### src/rtl/booth_pkg.sv
// Shared types for the radix-2 Booth multiplier: FSM states, op encoding, default width.
package booth_pkg;

  localparam int unsigned N_DEFAULT = 4;

  typedef enum logic [1:0] {
    IDLE,
    RUN,
    DONE
  } state_t;

  typedef enum logic [1:0] {
    NOP,
    ADD,
    SUB
  } booth_op_t;

  // Booth recoding of the {Q0, Q-1} pair.
  function automatic booth_op_t booth_decode(input logic [1:0] pair);
    booth_op_t op;
    case (pair)
      2'b01:   op = ADD;
      2'b10:   op = SUB;
      default: op = NOP;
    endcase
    return op;
  endfunction

endpackage

### src/rtl/booth_addsub.sv
// Combinational accumulator adder/subtractor for one Booth iteration.
module booth_addsub
  import booth_pkg::*;
#(
  parameter int unsigned W = N_DEFAULT + 1
) (
  input  logic [W-1:0] a_i,
  input  logic [W-1:0] b_i,
  input  booth_op_t    op_i,
  output logic [W-1:0] res_c
);

  always_comb begin
    res_c = a_i;
    case (op_i)
      ADD:     res_c = a_i + b_i;
      SUB:     res_c = a_i - b_i;
      default: res_c = a_i;
    endcase
  end

endmodule

### src/rtl/booth_mult_ctrl.sv
// Radix-2 Booth shift-add multiplier sequencer; owns the A:Q:Q-1 register and iteration count.
// Optional BOOTH_EARLY_TERM_EN: finish early once no further add/sub can occur.
module booth_mult_ctrl
  import booth_pkg::*;
#(
  parameter int unsigned N = N_DEFAULT
) (
  input  logic           clk,
  input  logic           rst_n,
  input  logic           start,
  input  logic [N-1:0]   multiplicand,
  input  logic [N-1:0]   multiplier,
  output logic           busy,
  output logic           done,
  output logic [2*N-1:0] product
);

  localparam int unsigned AW = N + 1;
  localparam int unsigned RW = 2 * N + 2;
  localparam int unsigned PW = 2 * N;
  localparam int unsigned CW = $clog2(N + 1);

  state_t          state_q, state_d;
  logic [RW-1:0]   r_q, r_d;
  logic [AW-1:0]   mx_q, mx_d;
  logic [CW-1:0]   cnt_q, cnt_d;
  logic [PW-1:0]   product_q, product_d;
  logic            busy_q, done_q;

  logic [AW-1:0]   sum_c;
  logic [RW-1:0]   r_step_c;
  logic [CW-1:0]   cnt_nx_c;
  booth_op_t       op_c;

  assign op_c = booth_decode(r_q[1:0]);

  booth_addsub #(.W(AW)) u_addsub (
    .a_i   (r_q[RW-1:N+1]),
    .b_i   (mx_q),
    .op_i  (op_c),
    .res_c (sum_c)
  );

  // One iteration: add/sub into A, then arithmetic shift of the whole register.
  assign r_step_c = {sum_c[AW-1], sum_c, r_q[N:1]};
  assign cnt_nx_c = cnt_q - CW'(1);

`ifdef BOOTH_EARLY_TERM_EN
  logic            early_c;
  logic [RW-1:0]   r_skip_c;

  // After this step, if the remaining Q bits and Q-1 all match, the rest are pure shifts.
  always_comb begin
    early_c = 1'b1;
    for (int unsigned i = 1; i < N; i++) begin
      if ((CW'(i) <= cnt_nx_c) && (r_step_c[i] != r_step_c[0])) early_c = 1'b0;
    end
  end

  assign r_skip_c = RW'($signed(r_step_c) >>> cnt_nx_c);
`endif

  always_comb begin
    state_d   = state_q;
    r_d       = r_q;
    mx_d      = mx_q;
    cnt_d     = cnt_q;
    product_d = product_q;
    case (state_q)
      IDLE: begin
        if (start) begin
          state_d = RUN;
          r_d     = {AW'(0), multiplier, 1'b0};
          mx_d    = {multiplicand[N-1], multiplicand};
          cnt_d   = CW'(N);
        end
      end
      RUN: begin
        r_d   = r_step_c;
        cnt_d = cnt_nx_c;
        if (cnt_q == CW'(1)) begin
          state_d   = DONE;
          product_d = r_step_c[PW:1];
        end
`ifdef BOOTH_EARLY_TERM_EN
        if (early_c) begin
          state_d   = DONE;
          r_d       = r_skip_c;
          cnt_d     = '0;
          product_d = r_skip_c[PW:1];
        end
`endif
      end
      DONE:    state_d = IDLE;
      default: state_d = IDLE;
    endcase
  end

  always_ff @(posedge clk or negedge rst_n) begin
    if (!rst_n) begin
      state_q   <= IDLE;
      r_q       <= '0;
      mx_q      <= '0;
      cnt_q     <= '0;
      product_q <= '0;
      busy_q    <= 1'b0;
      done_q    <= 1'b0;
    end else begin
      state_q   <= state_d;
      r_q       <= r_d;
      mx_q      <= mx_d;
      cnt_q     <= cnt_d;
      product_q <= product_d;
      busy_q    <= (state_d != IDLE);
      done_q    <= (state_d == DONE);
    end
  end

  assign busy    = busy_q;
  assign done    = done_q;
  assign product = product_q;

endmodule

### config.mk
export PLATFORM = sky130hd
export DESIGN_NAME = booth_mult_ctrl
export DESIGN_NICKNAME = d
export VERILOG_FILES = /design/src/rtl/booth_pkg.sv /design/src/rtl/booth_addsub.sv /design/src/rtl/booth_mult_ctrl.sv
export SDC_FILE = /design/constraint.sdc
export NUM_CORES = 1
export LEC_CHECK = 0
export BUFFER_PORTS_ARGS = -buffer_cell sky130_fd_sc_hd__buf_4
export CORE_AREA = 2 2 65 48
export DETAILED_ROUTE_END_ITERATION = 6
export DIE_AREA = 0 0 67 50
export GPL_ROUTABILITY_DRIVEN = 0
export PLACE_DENSITY_LB_ADDON = 0.05
export SLEW_MARGIN = 20
export SYNTH_ARGS = -nofsm -noshare
export SYNTH_HDL_FRONTEND = slang
export SYNTH_SLANG_ARGS = --single-unit
### constraint.sdc
create_clock -name clk -period 2.5 [get_ports clk]
set_input_delay 0.5 -clock clk [delete_from_list [all_inputs] [get_ports clk]]
set_output_delay 0.5 -clock clk [all_outputs]
set_load 0.02 [all_outputs]
==> results of run 1 <==
[sequential cells by signal, indices dropped and copies added, names as in the netlist]
| register | flops |
|---|---|
| state_q | 2 |
| busy | 1 |
| mx_q | 4 |
| done | 1 |
| r_q | 9 |
| product | 8 |
| cnt_q | 3 |
[per-stage QoR]
step | hold WS [ns] | setup slack (ns) | area [µm²]
6_report | 0.127 | 0.154 | 1700
5_1_grt | 0.138 | -0.00774 | 1700
4_1_cts | 0.137 | 0.0136 | 1670
3_5_place_dp | 0.438 | 0.0480 | 1620
3_3_place_gp | 0.434 | 0.128 | 1620
2_1_floorplan | 0.204 | 0.201 | 1430
[worst max-delay path: stages, from the launching register on]
cell and delay [ns]:
dfrtp_1 0.38, inv_1 0.11, ha_4 0.17, mux2_2 0.36
fa_2 0.38, nand2b_1 0.16, a21oi_2 0.13, xnor2_1 0.12
or3_1 0.32, a31oi_1 0.13
[area by class of cell]
cell class                      instances  area, µm²
Fill cell                             242       1030
Sequential cell                        28        701
Multi-Input combinational cell        102        681
Timing Repair Buffer                   23        173
Clock buffer                            4       55.1
Tap cell                               36       45.0
Inverter                               11       41.3
[cells in the final DEF, fill, tap and decap left out, types with 3 or more instances in the layout]
master	instances
nor2b_1	6
buf_4	23
inv_1	11
xnor2_1	3
clkbuf_8	4
o22ai_1	3
ha_1	7
a22oi_1	3
mux2_1	5
nor2_1	20
a21oi_1	9
nand2b_1	4
o21ai_1	5
a31oi_1	3
nand2_1	8
o21ai_0	6
dfrtp_1	28
[cells in the mapped netlist]
cell type and n:
nand3b_1 1, or3_1 2, o211ai_1 1, buf_2 2, o21a_1 1, fa_1 1
nand3_1 1, a221oi_1 1, a22oi_1 3, buf_4 1, o21bai_1 1, a21oi_1 9
and2_1 2, clkbuf_1 2, nand2b_1 4, nand2_1 8, xor2_1 1, mux2_2 1
nor2_1 20, dfrtp_1 28, inv_1 11, o21ai_1 5, o22a_1 1, nor3_1 2
ha_1 8, a21oi_2 2, mux2_1 5, nor2b_1 6, xnor2_1 3, o21ai_0 6
nor3_2 1, o22ai_1 3, a31oi_1 3
[routing by layer]
metal / routed length (µm) / GRT usage, %
met5: 0 / 0
met4: 19 / 3.74
met3: 123 / 5.48
met2: 1190 / 28.5
met1: 1350 / 25.5
[logic make-up after synthesis]
logic type / after synthesis / share of synthesized area (%)
compound gates: 36 / 15.2
xor+xnor: 4 / 2.45
fa+ha+maj: 9 / 8.38
buf+inv: 16 / 4.63
flops: 28 / 48.9
mux: 6 / 4.72
simple gates: 47 / 15.7
[final timing paths]
kind / startpoint / endpoint / depth (start not counted)
max: r_q[0] / product[7] / 9
min: rst_n / product[4] / 1
max reg2reg: r_q[0] / product[7] / 9
min reg2reg: product[0] / product[0] / 1
max in group asynchronous: rst_n / r_q[3] / 1
min in group clk: multiplicand[1] / mx_q[1] / 3
[power groups by stage]
stage                     combinational (W)  clock [W]  sequential, W
after floorplan                     0.00112          0       0.000898
after global placement              0.00151          0       0.000854
after detailed placement            0.00156          0       0.000866
after CTS                           0.00157   0.000280       0.000856
after global routing                0.00186   0.000306       0.000892
final                               0.00162   0.000272       0.000856
[what timing repair did]
item | in CTS | in global routing
endpoints found under the setup margin | 0 | 4
gates resized for setup | 0 | 3
setup buffers | 0 | 1
==> Flow_metrics.wiki, run 1 <==
{| class="wikitable"
! Metric !! Value
|-
| Synthesized netlist cell count || 146
|-
| Nature of the critical path startpoint || register
|-
| CTS Hold Buffers Added || 0
|-
| Pwr Density || 1620 nW/µm²
|-
| Antenna violations before repair || 0
|-
| Cell area after synthesis || 1430 µm²
|-
| Vias/cell || 5.26
|-
| Area grow syn2layout || 18.3%
|-
| Net load switching power || 0.00118 W
|-
| Number of buffers added on ports || 20
|-
| Die footprint || 3350 µm²
|-
| Cell type with the largest total area after synthesis || dfrtp_1
|-
| Post-route non-filler standard cell count || 204
|-
| Sequential share of the synthesized area || 48.9%
|-
| Minimum clock period after layout || 2.35 ns
|-
| Worst Path Class, Setup || reg2reg
|-
| Number of endpoints failing setup at the final stage || 0
|-
| Critical Path Sink Type || register
|-
| Synthesized Nets || 166
|-
| CTS tree || yes
|-
| Tightest slew margin relative to the limit || 57.4%
|-
| Die Y || 50 µm
|-
| Minimum setup slack among reg-to-reg paths || 0.15 ns
|-
| Latest clock arrival within the worst-skew pair || 0.27 ns
|-
| Final core area utilization || 62.3%
|-
| Die extent in x || 67 µm
|-
| Worst vdd ir || 686 µV
|-
| Clock slew at reported path FFs || 0.09 ns
|-
| Kind of path behind the tightest hold check || in2async
|-
| Final hold violation count || 0
|-
| Clock buffer depth || 2
|-
| Drt total wl || 2.69 mm
|-
| Number of placed instances with taps included || 199
|-
| Number of clock sinks || 28
|-
| Clock buffers created by TritonCTS || 3
|-
| Switching share of power || 43.0%
|-
| Root buffer selected by CTS || clkbuf_8
|-
| Share of the synthesized area in the top cell type || 48.9%
|-
| Arrival time of data at the critical path endpoint || 2.54 ns
|-
| Share of post-route cells with drive strength above 1 || 19.6%
|-
| Effective utilization at floorplan || 52.6%
|-
| Boundary pin count || 21
|-
| Core Region || 2720 µm²
|-
| Number of nets with antenna violations after routing || 0
|-
| Number of global-route vias before repair || 1010
|-
| Number of search-and-repair iterations in the first detailed-routing pass || 4
|-
| Static power due to leakage || 0.777 nW
|-
| Number of storage elements in the synthesis netlist || 28
|-
| Antenna fix cells || 0
|-
| Max-slew violation total from the final report || 0
|-
| Global-route usage over all layers || 18.4%
|-
| WL/cell || 13.2 µm
|-
| Average footprint of a synthesized cell || 9.81 µm²
|-
| Wire length of the first global-routing pass || 4.59 mm
|-
| Maximum number of pins on one net before global-route repair || 29
|-
| Share of total power in sequential cells || 31.2%
|-
| Final global-route overflow total || 0
|-
| Final routed DRC violation total || 0
|-
| Final sum of negative setup slack || 0 ns
|-
| Worst clock skew on the final layout || 0.00181 ns
|-
| Synthesis warning total || 0
|-
| Final #Nets || 189
|-
| Yosys cell types || 33
|-
| Worst Max-Slew Pin Slew || 0.638 ns
|-
| Number of DRC violations after detailed-routing iteration 0 || 67
|-
| Upper clock frequency limit || 0.426 GHz
|-
| Clock network fraction of total power || 9.9%
|-
| Max FO, Critical Path || 5
|-
| Number of rows in the core area || 16
|-
| Total vias in the final route || 1073
|-
| P_int || 0.00157 W
|-
| Run status || completed
|-
| Number of H-tree levels || 1
|-
| Part of the total power dissipated in combinational logic || 58.9%
|-
| Top cells by area, synth || dfrtp_1, ha_1, nor2_1
|-
| Part of the cycle the worst path needs || 93.8%
|-
| Endpoint required time on the critical path || 2.70 ns
|-
| Number of maximum-capacitance constraint violations || 0
|-
| Final HPWL DP || 2.02 mm
|-
| Overall power after layout || 0.00275 W
|}
No activity file was read; power rests on OpenSTA's default activity.
==> inputs of run 2 (changes only) <==
--- a/config.mk
+++ b/config.mk
@@ -5,7 +5,7 @@
 export SDC_FILE = /design/constraint.sdc
 export NUM_CORES = 1
 export LEC_CHECK = 0
-export BUFFER_PORTS_ARGS = -buffer_cell sky130_fd_sc_hd__buf_4
+export BUFFER_PORTS_ARGS = -buffer_cell sky130_fd_sc_hd__buf_2
 export CORE_AREA = 2 2 65 48
 export DETAILED_ROUTE_END_ITERATION = 6
 export DIE_AREA = 0 0 67 50
==> run 2 against run 1 <==
Die area unchanged. Global-route usage decreased by 0.70 points. Register-to-register slack got worse by 0.03 ns. Largest cell class unchanged.
==> Flow_metrics.wiki, run 2 (same netlist as run 1, synthesis figures left out) <==
{| class="wikitable"
! Metric !! Value
|-
| Run status || completed
|-
| Latest clock arrival within the worst-skew pair || 0.28 ns
|-
| Clock buffer depth || 2
|-
| Maximum number of pins on one net before global-route repair || 29
|-
| Number of clock sinks || 28
|-
| Number of search-and-repair iterations in the first detailed-routing pass || 4
|-
| CTS tree || yes
|-
| Antenna violations before repair || 0
|-
| # Post-CTS Setup Buffers || 0
|-
| Setup ws final || 0.122 ns
|-
| Endpoint required time on the critical path || 2.71 ns
|-
| Number of DRC violations after detailed-routing iteration 0 || 50
|-
| Critical Path Sink Type || register
|-
| Met3 Usage GRT || 4.79%
|-
| Die extent in x || 67 µm
|-
| Final HPWL DP || 1.97 mm
|-
| Share of post-route cells with drive strength above 1 || 19.8%
|-
| Root buffer selected by CTS || clkbuf_8
|-
| Number of global-route vias before repair || 1020
|-
| Unrepaired setup endpoints after global routing || false
|-
| Clock buffers created by TritonCTS || 3
|-
| Wire length of the first global-routing pass || 4.60 mm
|-
| Worst Path Class, Setup || reg2reg
|-
| Number of nets with antenna violations after routing || 0
|-
| Pre-CTS setup slack || 0.0769 ns
|-
| Worst clock skew on the final layout || 0.0116 ns
|-
| Final #Nets || 188
|-
| Arrival time of data at the critical path endpoint || 2.59 ns
|-
| Number of endpoints failing setup at the final stage || 0
|-
| Final global-route overflow total || 0
|-
| Global-route usage over all layers || 17.7%
|-
| Most common cell after layout, fill and taps aside || dfrtp_1
|-
| Clock slew at reported path FFs || 0.10 ns
|-
| Core Region || 2720 µm²
|-
| Final hold violation count || 0
|-
| Leading cell types in the layout, fill and taps excluded || dfrtp_1, nor2_1, buf_2
|-
| FF-to-FF Start || r_q[0]
|-
| Number of maximum-capacitance constraint violations || 0
|-
| Met2 global-route usage || 27.2%
|-
| Register containing the most flip-flops in the final layout || r_q
|-
| Final routed DRC violation total || 0
|-
| Effective utilization at floorplan || 52.6%
|-
| Number of flip-flops under the largest register name || 9
|-
| Number of buffers added on ports || 20
|-
| GR peak layer || met2
|-
| Die Y || 50 µm
|-
| Max-slew violation total from the final report || 0
|-
| Number of rows in the core area || 16
|-
| Part of the cycle the worst path needs || 95.1%
|-
| Boundary pin count || 21
|-
| Final sum of negative setup slack || 0 ns
|-
| Upper clock frequency limit || 0.420 GHz
|-
| Number of H-tree levels || 1
|-
| Area grow syn2layout || 15.2%
|-
| Minimum clock period after layout || 2.38 ns
|-
| Met1 layer usage reported by global route || 26.1%
|-
| Source of the critical timing path || r_q[0]
|-
| Tightest hold margin || 0.226 ns
|-
| Kind of path behind the tightest hold check || in2async
|-
| Worst Max-Slew Pin Slew || 0.626 ns
|-
| Final core area utilization || 60.6%
|-
| Antenna fix cells || 0
|-
| Tightest slew margin relative to the limit || 58.3%
|-
| Vias/cell || 5.44
|-
| WL/cell || 13.2 µm
|-
| CTS Hold Buffers Added || 0
|-
| Max FO, Critical Path || 5
|-
| Drt total wl || 2.68 mm
|-
| Nature of the critical path startpoint || register
|-
| Die footprint || 3350 µm²
|-
| Total vias in the final route || 1105
|}
-- run 2: cell types whose count changed in the layout (fill, tap and decap cells not counted), sizes merged --
cell | previous run | this run
bufinv | 0 | 1
clkbuf | 4 | 3
buf | 23 | 22
-- run 2: cell type report --
cell class	instances	area, µm²
fill	248	1070
sequential	28	701
multi-input combinational	102	677
timing repair buffer	22	115
tap	36	45.0
clock buffer	3	41.3
inverter	11	41.3
clock inverter	1	30.0
-- run 2: through the flow --
stage | cell area, µm² | instances
4_1_cts | 1640 | 203
6_report | 1650 | 203
2_1_floorplan | 1430 | 146
3_3_place_gp | 1570 | 199
3_5_place_dp | 1570 | 199
5_1_grt | 1650 | 203
-- run 2: per-layer routing --
layer,up-vias,wire (µm)
li1,538,-
met1,542,1330
met2,23,1230
met3,2,124
met4,0,4
met5,-,0
-- run 2: path summary, 6_finish.rpt --
path,slack [ns],cells past startpoint,end
worst min register to register,0.49,1,product[0]
worst max register to register,0.12,9,product[7]
worst max-delay path,0.12,9,product[7]
max in group asynchronous,1.86,1,r_q[1]
min in group clk,0.43,3,mx_q[0]
worst min-delay path,0.23,1,busy
-- run 2: worst max-delay path, stage by stage, from the launching register on --
cell and delay [ns]:
dfrtp_1 0.37, inv_1 0.08, ha_2 0.22, mux2_2 0.37, fa_2 0.38, nand2b_1 0.16
a21oi_2 0.13, xnor2_1 0.12, or3_1 0.31, a31oi_1 0.16
-- run 2: timing repair --
action	CTS	global route
resized for setup	0	3
endpoints found under the hold margin	0	0
setup endpoints to repair	0	3
Power of run 2 is not shown: default switching activity piles up to over one toggle a cycle in this logic, so the estimate is an artifact.
==> inputs of run 3 (changes only) <==
--- a/config.mk
+++ b/config.mk
@@ -11,6 +11,7 @@
 export DIE_AREA = 0 0 67 50
 export GPL_ROUTABILITY_DRIVEN = 0
 export PLACE_DENSITY_LB_ADDON = 0.05
+export REMOVE_ABC_BUFFERS = 1
 export SLEW_MARGIN = 20
 export SYNTH_ARGS = -nofsm -noshare
 export SYNTH_HDL_FRONTEND = slang
==> run 3 against run 2 <==
Design area down 2.3%. Clock-buffer cell count unchanged. Register-to-register slack better by 0.04 ns. Highest routed layer unchanged. Via count down 4.6%. Maximum frequency up 1.6%. Die area unchanged. Critical path type unchanged. Sequential share of layout area up 0.99 points. Final cell count down 0.99%. Critical endpoint unchanged. Worst hold slack better by 0.0019 ns. Critical path depth unchanged.
==> Flow_metrics.wiki, run 3 (same netlist as run 1, synthesis figures left out) <==
{| class="wikitable"
! Metric !! Value
|-
| Area occupied by multi-input gates || 677 µm²
|-
| Worst Max-Slew Pin Slew || 0.627 ns
|-
| CTS tree || yes
|-
| Tightest slew margin relative to the limit || 58.1%
|-
| Final sum of negative setup slack || 0 ns
|-
| Number of endpoints failing setup at the final stage || 0
|-
| Die extent in x || 67 µm
|-
| Number of buffers added on ports || 20
|-
| Final global-route overflow total || 0
|-
| WL/cell || 13.0 µm
|-
| Clock buffers created by TritonCTS || 3
|-
| Number of clock sinks || 28
|-
| Root buffer selected by CTS || clkbuf_8
|-
| Critical path's slowest cell || dfrtp_1
|-
| Kind of path behind the tightest hold check || in2async
|-
| Leading cell types in the layout, fill and taps excluded || dfrtp_1, nor2_1, buf_2
|-
| Part of the cycle the worst path needs || 93.6%
|-
| Minimum clock period after layout || 2.34 ns
|-
| Sequential cell area || 701 µm²
|-
| Register containing the most flip-flops in the final layout || r_q
|-
| Capture instance of the worst register-to-register path || product[7]
|-
| Area grow syn2layout || 12.6%
|-
| Largest stage delay on the critical path || 0.37 ns
|-
| Max FO, Critical Path || 5
|-
| Antenna violations before repair || 0
|-
| Minimum setup slack among reg-to-reg paths || 0.16 ns
|-
| Die Y || 50 µm
|-
| Worst clock skew on the final layout || 0.00266 ns
|-
| Final HPWL DP || 2.02 mm
|-
| Run status || completed
|-
| Boundary pin count || 21
|-
| Final hold violation count || 0
|-
| Critical path, cell by cell || inv_1, ha_2, mux2_2, fa_2, nand2b_1, a21oi_2, xnor2_1, or3_1, a31oi_1
|-
| FF-to-FF Start || r_q[0]
|-
| Number of rows in the core area || 16
|-
| Clock buffer depth || 2
|-
| Die footprint || 3350 µm²
|-
| Nature of the critical path startpoint || register
|-
| Count of filler cells inserted in the layout || 266
|-
| Critical Path Sink Type || register
|-
| Core Region || 2720 µm²
|-
| Vias/cell || 5.24
|-
| Wire length of the first global-routing pass || 4.69 mm
|-
| Number of nets with antenna violations after routing || 0
|-
| Clock slew at reported path FFs || 0.09 ns
|-
| Effective utilization at floorplan || 52.6%
|-
| Arrival time of data at the critical path endpoint || 2.54 ns
|-
| Number of DRC violations after detailed-routing iteration 0 || 16
|-
| Worst Path Class, Setup || reg2reg
|-
| Share of post-route cells with drive strength above 1 || 18.8%
|-
| Drt total wl || 2.60 mm
|-
| Max-slew violation total from the final report || 0
|-
| Final routed DRC violation total || 0
|-
| Number of maximum-capacitance constraint violations || 0
|-
| Number of global-route vias before repair || 1045
|-
| Crit path buffers/inverters || 1
|-
| Global-route usage over all layers || 18.8%
|-
| Latest clock arrival within the worst-skew pair || 0.27 ns
|-
| Number of H-tree levels || 1
|-
| Antenna fix cells || 0
|-
| Number of search-and-repair iterations in the first detailed-routing pass || 5
|-
| Upper clock frequency limit || 0.427 GHz
|-
| Maximum number of pins on one net before global-route repair || 29
|-
| Crit path max-delay family || adder cells
|-
| Number of flip-flops under the largest register name || 9
|-
| R2r worst-path depth || 9
|-
| Unrepaired setup endpoints after global routing || false
|-
| Final #Nets || 187
|-
| Total vias in the final route || 1054
|-
| Most common cell after layout, fill and taps aside || dfrtp_1
|-
| Endpoint required time on the critical path || 2.70 ns
|}
run 3: cell types whose count changed in the layout (fill, tap and decap cells not counted):
cell,delta
bufinv_16,-1
buf_4,-1
run 3: repair_timing:
item,in CTS,in global routing
gates resized for setup,0,3
setup buffers,0,0
hold buffers,0,0
endpoints found under the setup margin,0,3
run 3: layer usage:
layer	vias up	part of all wire, %	global-route usage (%)
li1	539	-	-
met1	491	51	26.1
met2	19	44	29.7
met3	5	4.5	5.48
met4	0	0.61	3.06
met5	-	0	0
run 3: final cells by class:
cell class | instances | share of cell area (%)
Sequential cell | 28 | 43.4
Inverter | 11 | 2.56
Multi-Input combinational cell | 102 | 42.0
Clock buffer | 3 | 2.56
Timing Repair Buffer | 21 | 6.67
Tap cell | 36 | 2.79
run 3: how the worst max path moves through the flow:
| stage | start | endpoint | slack (ns) | cells past startpoint |
|---|---|---|---|---|
| after CTS | r_q[0] | product[7] | 0.07 | 9 |
| final | r_q[0] | product[7] | 0.16 | 9 |
| after global placement | r_q[0] | product[7] | 0.13 | 9 |
| after global routing | r_q[0] | product[6] | 0.002 | 10 |
| after detailed placement | r_q[0] | product[7] | 0.08 | 9 |
| after floorplan | r_q[0] | product[7] | 0.20 | 9 |
run 3: per-stage QoR:
step | util (%) | instances | setup slack (ns) | cell area [µm²] | hold WS, ns
floorplan | - | 141 | 0.201 | 1410 | 0.204
global placement | 57.3 | 198 | 0.133 | 1560 | 0.464
detailed placement | 57.3 | 198 | 0.0844 | 1560 | 0.469
CTS | 58.8 | 201 | 0.0679 | 1600 | 0.256
global route | 59.2 | 201 | 0.00237 | 1610 | 0.264
finish | 59.2 | 201 | 0.159 | 1610 | 0.228
Power of run 3 is left out for the same reason.
